File: config.mk
export PLATFORM = sky130hd
export DESIGN_NAME = mem_port_arbiter
export DESIGN_NICKNAME = d
export VERILOG_FILES = /design/src/rtl/mem_arb_pkg.sv /design/src/rtl/mem_lat_counter.sv /design/src/rtl/mem_port_arbiter.sv
export SDC_FILE = /design/constraint.sdc
export NUM_CORES = 1
export LEC_CHECK = 0
export CAP_MARGIN = 20
export CELL_PAD_IN_SITES_DETAIL_PLACEMENT = 0
export CELL_PAD_IN_SITES_GLOBAL_PLACEMENT = 1
export CORE_UTILIZATION = 44
export DETAILED_ROUTE_END_ITERATION = 7
export DONT_BUFFER_PORTS = 1
export PLACE_DENSITY_LB_ADDON = 0.1
export SLEW_MARGIN = 40
export SYNTH_ARGS = -nofsm -noshare
export SYNTH_HDL_FRONTEND = slang
export SYNTH_SLANG_ARGS = --single-unit
File: constraint.sdc
create_clock -name clk -period 4.6 [get_ports clk]
set_clock_uncertainty 0.15 [all_clocks]
set_input_delay 1.15 -clock clk [delete_from_list [all_inputs] [get_ports clk]]
set_output_delay 1.15 -clock clk [all_outputs]
set_load 0.01 [all_outputs]
File: src/rtl/mem_arb_pkg.sv
// Shared types for the two-requester memory port arbiter.
package mem_arb_pkg;

  localparam int REQ_N = 2;

  typedef logic req_id_t;

  typedef enum logic [1:0] {
    IDLE,
    ISSUE,
    WAIT,
    DONE
  } arb_state_t;

endpackage

File: src/rtl/mem_lat_counter.sv
// Load/decrement down-counter timing the memory access; o_last flags the final wait cycle.
module mem_lat_counter #(
  parameter int MAX_VAL = 4,
  parameter int CTR_W   = $clog2(MAX_VAL + 1)
) (
  input  logic clk,
  input  logic reset,
  input  logic i_load,
  input  logic i_dec,
  output logic o_last
);

  logic [CTR_W-1:0] r_count;

  // Decrement is gated at zero so a stray i_dec can never wrap the counter.
  always_ff @(posedge clk or posedge reset) begin
    if (reset) begin
      r_count <= '0;
    end else if (i_load) begin
      r_count <= CTR_W'(MAX_VAL);
    end else if (i_dec && (r_count != '0)) begin
      r_count <= r_count - CTR_W'(1);
    end
  end

  assign o_last = (r_count == CTR_W'(1));

endmodule

File: src/rtl/mem_port_arbiter.sv
// Arbitrates one memory port between D-cache (req 0) and I-cache/refill (req 1) with internal latency timing.
// Define MEM_ARB_FIXED_PRIO_EN to make requester 0 win every tie instead of round-robin.
module mem_port_arbiter
  import mem_arb_pkg::*;
#(
  parameter int ADDR_W  = 16,
  parameter int DATA_W  = 32,
  parameter int MEM_LAT = 4
) (
  input  logic              clk,
  input  logic              reset,
  input  logic [REQ_N-1:0]  req_strobe,
  input  logic [REQ_N-1:0]  req_rw,
  input  logic [ADDR_W-1:0] req_addr0,
  input  logic [ADDR_W-1:0] req_addr1,
  input  logic [DATA_W-1:0] req_wdata0,
  input  logic [DATA_W-1:0] req_wdata1,
  output logic [REQ_N-1:0]  req_rdy,
  output logic [DATA_W-1:0] req_rdata,
  output logic              mem_strobe,
  output logic              mem_rw,
  output logic [ADDR_W-1:0] mem_addr,
  output logic [DATA_W-1:0] mem_wdata,
  input  logic [DATA_W-1:0] mem_rdata,
  output logic              busy,
  output logic              grant_id
);

  arb_state_t        r_state;
  arb_state_t        w_nextState;
  req_id_t           r_grantId;
  req_id_t           w_winner;
  logic              r_memRw;
  logic [ADDR_W-1:0] r_memAddr;
  logic [DATA_W-1:0] r_memWdata;
  logic [DATA_W-1:0] r_reqRdata;
  logic              w_anyReq;
  logic              w_ctrLoad;
  logic              w_ctrDec;
  logic              w_ctrLast;
`ifndef MEM_ARB_FIXED_PRIO_EN
  req_id_t           r_rrLast;
`endif

  assign w_anyReq  = |req_strobe;
  assign w_ctrLoad = (r_state == ISSUE);
  assign w_ctrDec  = (r_state == WAIT);

  mem_lat_counter #(
    .MAX_VAL (MEM_LAT)
  ) u_latCtr (
    .clk    (clk),
    .reset  (reset),
    .i_load (w_ctrLoad),
    .i_dec  (w_ctrDec),
    .o_last (w_ctrLast)
  );

  // A lone requester always wins; ties go to whoever did not win last time.
  always_comb begin
    w_winner = req_strobe[0] ? 1'b0 : 1'b1;
`ifndef MEM_ARB_FIXED_PRIO_EN
    if (&req_strobe) begin
      w_winner = ~r_rrLast;
    end
`endif
  end

  always_ff @(posedge clk or posedge reset) begin
    if (reset) begin
      r_state <= IDLE;
    end else begin
      r_state <= w_nextState;
    end
  end

  always_comb begin
    w_nextState = r_state;
    case (r_state)
      IDLE:    if (w_anyReq) w_nextState = ISSUE;
      ISSUE:   w_nextState = WAIT;
      WAIT:    if (w_ctrLast) w_nextState = DONE;
      DONE:    w_nextState = IDLE;
      default: w_nextState = IDLE;
    endcase
  end

  always_comb begin
    busy       = (r_state != IDLE);
    mem_strobe = (r_state == ISSUE);
    req_rdy    = '0;
    if (r_state == DONE) begin
      req_rdy[r_grantId] = 1'b1;
    end
  end

  // Request fields are latched once at grant and held for the whole transaction.
  always_ff @(posedge clk or posedge reset) begin
    if (reset) begin
      r_grantId  <= 1'b0;
      r_memRw    <= 1'b0;
      r_memAddr  <= '0;
      r_memWdata <= '0;
      r_reqRdata <= '0;
`ifndef MEM_ARB_FIXED_PRIO_EN
      r_rrLast   <= 1'b1;
`endif
    end else begin
      if ((r_state == IDLE) && w_anyReq) begin
        r_grantId  <= w_winner;
        r_memRw    <= req_rw[w_winner];
        r_memAddr  <= w_winner ? req_addr1 : req_addr0;
        r_memWdata <= w_winner ? req_wdata1 : req_wdata0;
`ifndef MEM_ARB_FIXED_PRIO_EN
        r_rrLast   <= w_winner;
`endif
      end
      if ((r_state == WAIT) && w_ctrLast && !r_memRw) begin
        r_reqRdata <= mem_rdata;
      end
    end
  end

  assign grant_id  = r_grantId;
  assign mem_rw    = r_memRw;
  assign mem_addr  = r_memAddr;
  assign mem_wdata = r_memWdata;
  assign req_rdata = r_reqRdata;

endmodule

* Yosys cells after proc, flatten, opt, wreduce, memory -nomap -nowiden
Index checks and enable logic that the tools add are counted.
** Storage, ports and cells
- Bits in registers :: 88
** Cells by class
- Bitwise gates (word level) :: 1
- Mux-type cells :: 14
- $lt $le $gt $ge :: 3
- Equality and inequality tests :: 6
- Reductions and logical operators :: 13
- $add $sub $neg :: 1
** Operators by type and width (count)
- 2-to-1 mux 32 bit :: 1
- 2-to-1 mux 16 bit :: 1
- one-hot mux 2 bit (4 select lines) :: 1
- 2-to-1 mux 2 bit :: 3
- 2-to-1 mux 3 bit :: 2
- logical AND 1 bit :: 5
- 2-to-1 mux 1 bit :: 5
- equality test 2 bit, second input constant :: 2
- < comparator 1 x 2 -> 1 bit, second input constant :: 2
- != test 2 bit, second input constant :: 2
- AND reduction 2 bit :: 2
- nonzero test 2 bit :: 2
- equality test 3 x 1 -> 1 bit, second input constant :: 1
- nonzero test 3 bit :: 1
- subtractor 3 x 1 -> 3 bit, second input constant :: 1
- equality test 2 x 1 -> 1 bit, second input constant :: 1
- zero test 2 bit :: 1
- OR reduction 2 bit :: 1
- demux 1 bit (select 1 bit) :: 1
- >= comparator 1 bit, second input constant :: 1
- zero test 1 bit :: 1
- inverter 1 bit :: 1

* Longest topological paths before layout
- Depth in word-level cells :: 5
- Depth in mapped cells :: 7
- Depth with buffers taken out :: 5

* Hierarchy
From an unflattened synthesis, not the netlist that was laid out.
** Unflattened totals
- Cell total of the unflattened synthesis :: 396
- Area total of the unflattened synthesis :: 4073.9 um^2
** By module, submodules not included
- mem_port_arbiter :: cells each 375, times used 1, area an instance 3862.5 um^2, seq. area each 2128.3 um^2
- mem_lat_counter :: cells each 21, times used 1, area an instance 211.5 um^2, seq. area each 75.1 um^2

* Worst setup path before layout
Ideal clock, no wire load.
- Path type :: input-to-reg
- Start point :: input req_strobe[0]
- End point :: register r_state[1]
- Cell stages on the path :: 4
- Data arrival time :: 1950 ps
- Slack :: 2376 ps
- Setup time :: 125 ps
- Buffers on the path :: 1
- Required time :: 4325 ps
- Path through :: buf_2 nor2_1 a22oi_1 mux2_2
** Between the ends
- Cells in the longest elaborated chain, start to end :: 3
** RTL lines
- start, declared :: line mem_port_arbiter.sv:12 : input logic [REQ_N-1:0] req_strobe,
- OR reduction 2 bit :: line mem_port_arbiter.sv:45 : assign w_anyReq = |req_strobe;
- != test 2 bit (no source line)
- AND reduction 2 bit (no source line)
- end signal, assigned :: line mem_port_arbiter.sv:73 : r_state <= w_nextState;
- end, declared :: line mem_port_arbiter.sv:29 : arb_state_t r_state;
Every way passes these cells.
A chain may end at the register's enable or synchronous reset.

* Worst setup path in the final report
- Start point :: register r_state[0]
- End point :: output busy
** Between the ends
- Cells in the longest elaborated chain, start to end :: 1
** RTL lines
- nonzero test 2 bit :: line mem_port_arbiter.sv:89 : busy = (r_state != IDLE);
- end, declared :: line mem_port_arbiter.sv:25 : output logic busy,
Every way passes these cells.

==> metrics.log <==
INFO  metric run_status = complete, but fails checks
INFO  metric violations_in_the_final_reports = DRC
INFO  metric largest_fanout_of_any_net_on_the_critical_path = 5
INFO  metric timing.hold.worst.class = flop to flop
INFO  metric fin_crit = 2.650 ns
INFO  metric cts_hold_buf = 0
INFO  metric tritoncts_buffer_count = 9
INFO  metric vias = between 2000 and 3000
INFO  metric unique_masters_post_synth = 29
INFO  metric ant_nets = 0
INFO  metric synth_warnings = 0
INFO  metric place.detailed.hpwl = roughly 6800 um
INFO  metric areaGrowthSynthToFinish = 6.599%
INFO  metric drt_drc_violations_left = 36
INFO  metric post_synth_inst_count = 393
INFO  metric ys_dominant_reg_cell = dfrtp_1
INFO  metric slew_headroom = 0.5083
INFO  metric crit_required = 3.30 ns
INFO  metric syn_nets = approximately 540
INFO  metric standby_leakage_power = 1.718 nW
INFO  metric min_to = r_rrLast
INFO  metric crit-reg2reg-launch = r_state[0]
INFO  metric finalNetCount = slightly above 500
INFO  metric antenna_cells_inserted = 0
INFO  metric critical-path-top-cell-by-count = inv_1
INFO  metric worst_r2r_path_depth = 7
INFO  metric end_kind = output pin
INFO  metric worst_slack_placed = 1.864 ns
INFO  metric track_usage = 0.2129
INFO  metric report.final.slew_viol_count = 0
INFO  metric final_hold_viol_count = 0
INFO  metric max-clock-path-buffers = 2
INFO  metric worstPathCellList = inv_1 > ha_1 > inv_1
INFO  metric yosysSeqAreaShare = 0.5455
INFO  metric hold_ws = about 0.37 ns
INFO  metric initial_core_util = 0.4587
INFO  metric r2r_slack = roughly 2.5 ns
INFO  metric post-synth-top-count-cell = dfrtp_1
INFO  metric row_count = 34
INFO  metric setup-tns-final = 0 ns
INFO  metric synth.cells.most_frequent = dfrtp_1, nor2_1, a31oi_1
INFO  metric path_class = flop to output pin
INFO  metric timing.fmax = 377.3 MHz
INFO  metric worst_hold_startpoint = r_rrLast
INFO  metric max_cap_violations = 0
INFO  metric setup.worst_path.start_class = flop
INFO  metric clock_tree.htree_level_count = 3
INFO  metric irDropWorstVdd = between 0.2 and 0.3 mV
INFO  metric fp.dieH = ~100 um
INFO  metric synth.top_cell.area_share = 0.5390
INFO  metric post_synth_edffs = 0
INFO  metric clock_latency = approximately 0.35 ns
INFO  metric worst_pin_slew = between 0.7 and 0.8 ns
INFO  metric synth.cell_area = between 4000 and 5000 um^2
INFO  metric worst_ep_arrival_time = ~1.4 ns
INFO  metric postCtsSetupRepairBufs = 0
INFO  metric post_synth_main_area_contributors = dfrtp_1, mux2_2, a31oi_1, nand3_1, o21ai_0
INFO  metric nFillCells = 840
INFO  metric clock_tree_from_tritoncts = yes
INFO  metric core-area = about 8800 um^2
INFO  metric ys_ff_latch = a little under 90
INFO  metric cp_top_family = flip-flops
INFO  metric post-synth-top-area-cell = dfrtp_1
INFO  metric numPortBuffers = 0
INFO  metric worst_hold_path.num_cells = 2
INFO  metric grt.overflow.total = 0
INFO  metric boundaryPins = 220
INFO  metric grt_first_pass_wirelength = 15720 um
INFO  metric final_min_period_over_clock_period = 0.5761
INFO  metric wirelength = between 10000 and 15000 um
INFO  metric power_density = ~730 nW/um^2
INFO  metric synthesis.area_per_instance = between 10 and 15 um^2
INFO  metric worstSetupPathDepth = 3
INFO  metric route.detailed.vias_per_inst = approximately 6.1
INFO  metric chipWidth = approximately 100 um
INFO  metric number_of_global_route_vias_before_repair = roughly 2900
INFO  metric gp_congestion = between 0.7 and 0.8
INFO  metric cts.sinks = 88
INFO  metric timing.critical_path.slowest_stage_cell = dfrtp_1
INFO  metric critPathBufInv = 2
INFO  metric postCtsResizedCells = 0
INFO  metric cts.clk_slew.worst_paths = roughly 0.090 ns
INFO  metric grt_antenna_before_repair = 0
INFO  metric worstReg2RegEnd = mem_addr[10]
INFO  metric average_wire_per_standard_cell = around 21 um
INFO  metric floorplan_die_area = 9567 um^2
INFO  metric drive_gt1_frac = 0.1614
INFO  metric worst_slack = about 1.9 ns
INFO  metric drt_pass1_iterations = 7
INFO  metric slowest_delay = just over 0.4 ns
INFO  metric first_iter_violations = around 170
INFO  metric share_of_async_settable_or_async_resettable_flops_after_synthesis = 1.000
INFO  metric rsz0062_at_grt = false
INFO  metric pin_count_of_the_biggest_net_entering_global_routing = 62
INFO  metric cts.root.buffer_cell = clkbuf_8
INFO  metric finalSetupViolations = 0
==> per-layer routing <==
metal / GRT usage / up-vias / share of wire
met1: 0.2661 / 1421 / 0.40
met3: 0.06729 / 6 / 0.10
li1: - / 1364 / -
met4: 0.08275 / 0 / 0.010
met2: 0.3453 / 151 / 0.49
met5: 0 / - / 0
==> worst max-delay path by stage <==
stage	start	to	slack, ns
2_1_floorplan	reset	grant_id	1.02
3_3_place_gp	req_strobe[1]	mem_wdata[2]	1.93
3_5_place_dp	req_strobe[1]	mem_addr[13]	1.86
4_1_cts	r_state[0]	busy	1.91
5_1_grt	r_state[0]	busy	1.83
6_report	r_state[0]	busy	1.95
==> sequential cells by signal, summed over array words and instances (netlist names) <==
signal / flops
req_rdata: 32
mem_wdata: 32
u_latCtr.r_count: 3
grant_id: 1
r_rrLast: 1
r_state: 2
mem_rw: 1
mem_addr: 16
==> kinds of logic (layout without fill, tap and decap cells) <==
family,after synthesis,count (layout),synth area share
DFF,88,88,0.5455
AOI/OAI and AO/OA,108,108,0.1530
muxes,34,34,0.09449
and+or+nand+nor,111,111,0.1283
buffers and inverters,43,28,0.05080
adders and majority gates,9,9,0.02788
==> power breakdown <==
part | internal, W | switching (W) | total [W]
Combinational | 0.000407 | 0.000476 | 0.000883
Clock | 0.000324 | 0.000286 | 0.000610
Sequential | 0.00117 | 0.000471 | 0.00164
==> layout by cell type (no fill, tap or decap), types with 2 or more instances in the layout <==
| cell | instances |
|---|---|
| buf_4 | 3 |
| o21ai_0 | 48 |
| a31oi_1 | 51 |
| nor2_1 | 53 |
| dfrtp_1 | 87 |
| inv_1 | 5 |
| nand3_1 | 50 |
| buf_12 | 2 |
| mux2_2 | 33 |
| clkbuf_8 | 10 |
| bufinv_16 | 2 |
| ha_1 | 9 |
| a21oi_1 | 3 |
| inv_6 | 2 |
| nand2b_4 | 2 |
==> worst min-delay path, delay by kind of cell, from the launching register on <==
| family | cells | cell delay, ns |
|---|---|---|
| and+or+nand+nor | 1 | 0.09 |
| DFF | 1 | 0.39 |
| AOI/OAI and AO/OA | 1 | 0.04 |
==> final cells by class <==
cell class / count / area [um^2] / area share
tap: 108 / 135.1 / 0.03139
multi-input combinational: 262 / 1645 / 0.3822
clock inverter: 6 / 90.09 / 0.02092
sequential: 88 / 2203 / 0.5118
clock buffer: 10 / 137.6 / 0.03197
timing repair buffer: 5 / 62.56 / 0.01453
inverter: 7 / 31.28 / 0.007265
==> per-stage QoR <==
stage          instance area, um^2  power (W)  instances    util
2_1_floorplan                 4039   0.002313        393       -
3_3_place_gp                  4029   0.002493        468  0.4575
3_5_place_dp                  4078   0.002567        470  0.4631
4_1_cts                       4305   0.003181        486  0.4889
5_1_grt                       4305   0.003380        486  0.4889
6_report                      4305   0.003138        486  0.4889
Note: power is estimated with default switching activity, not from simulation.
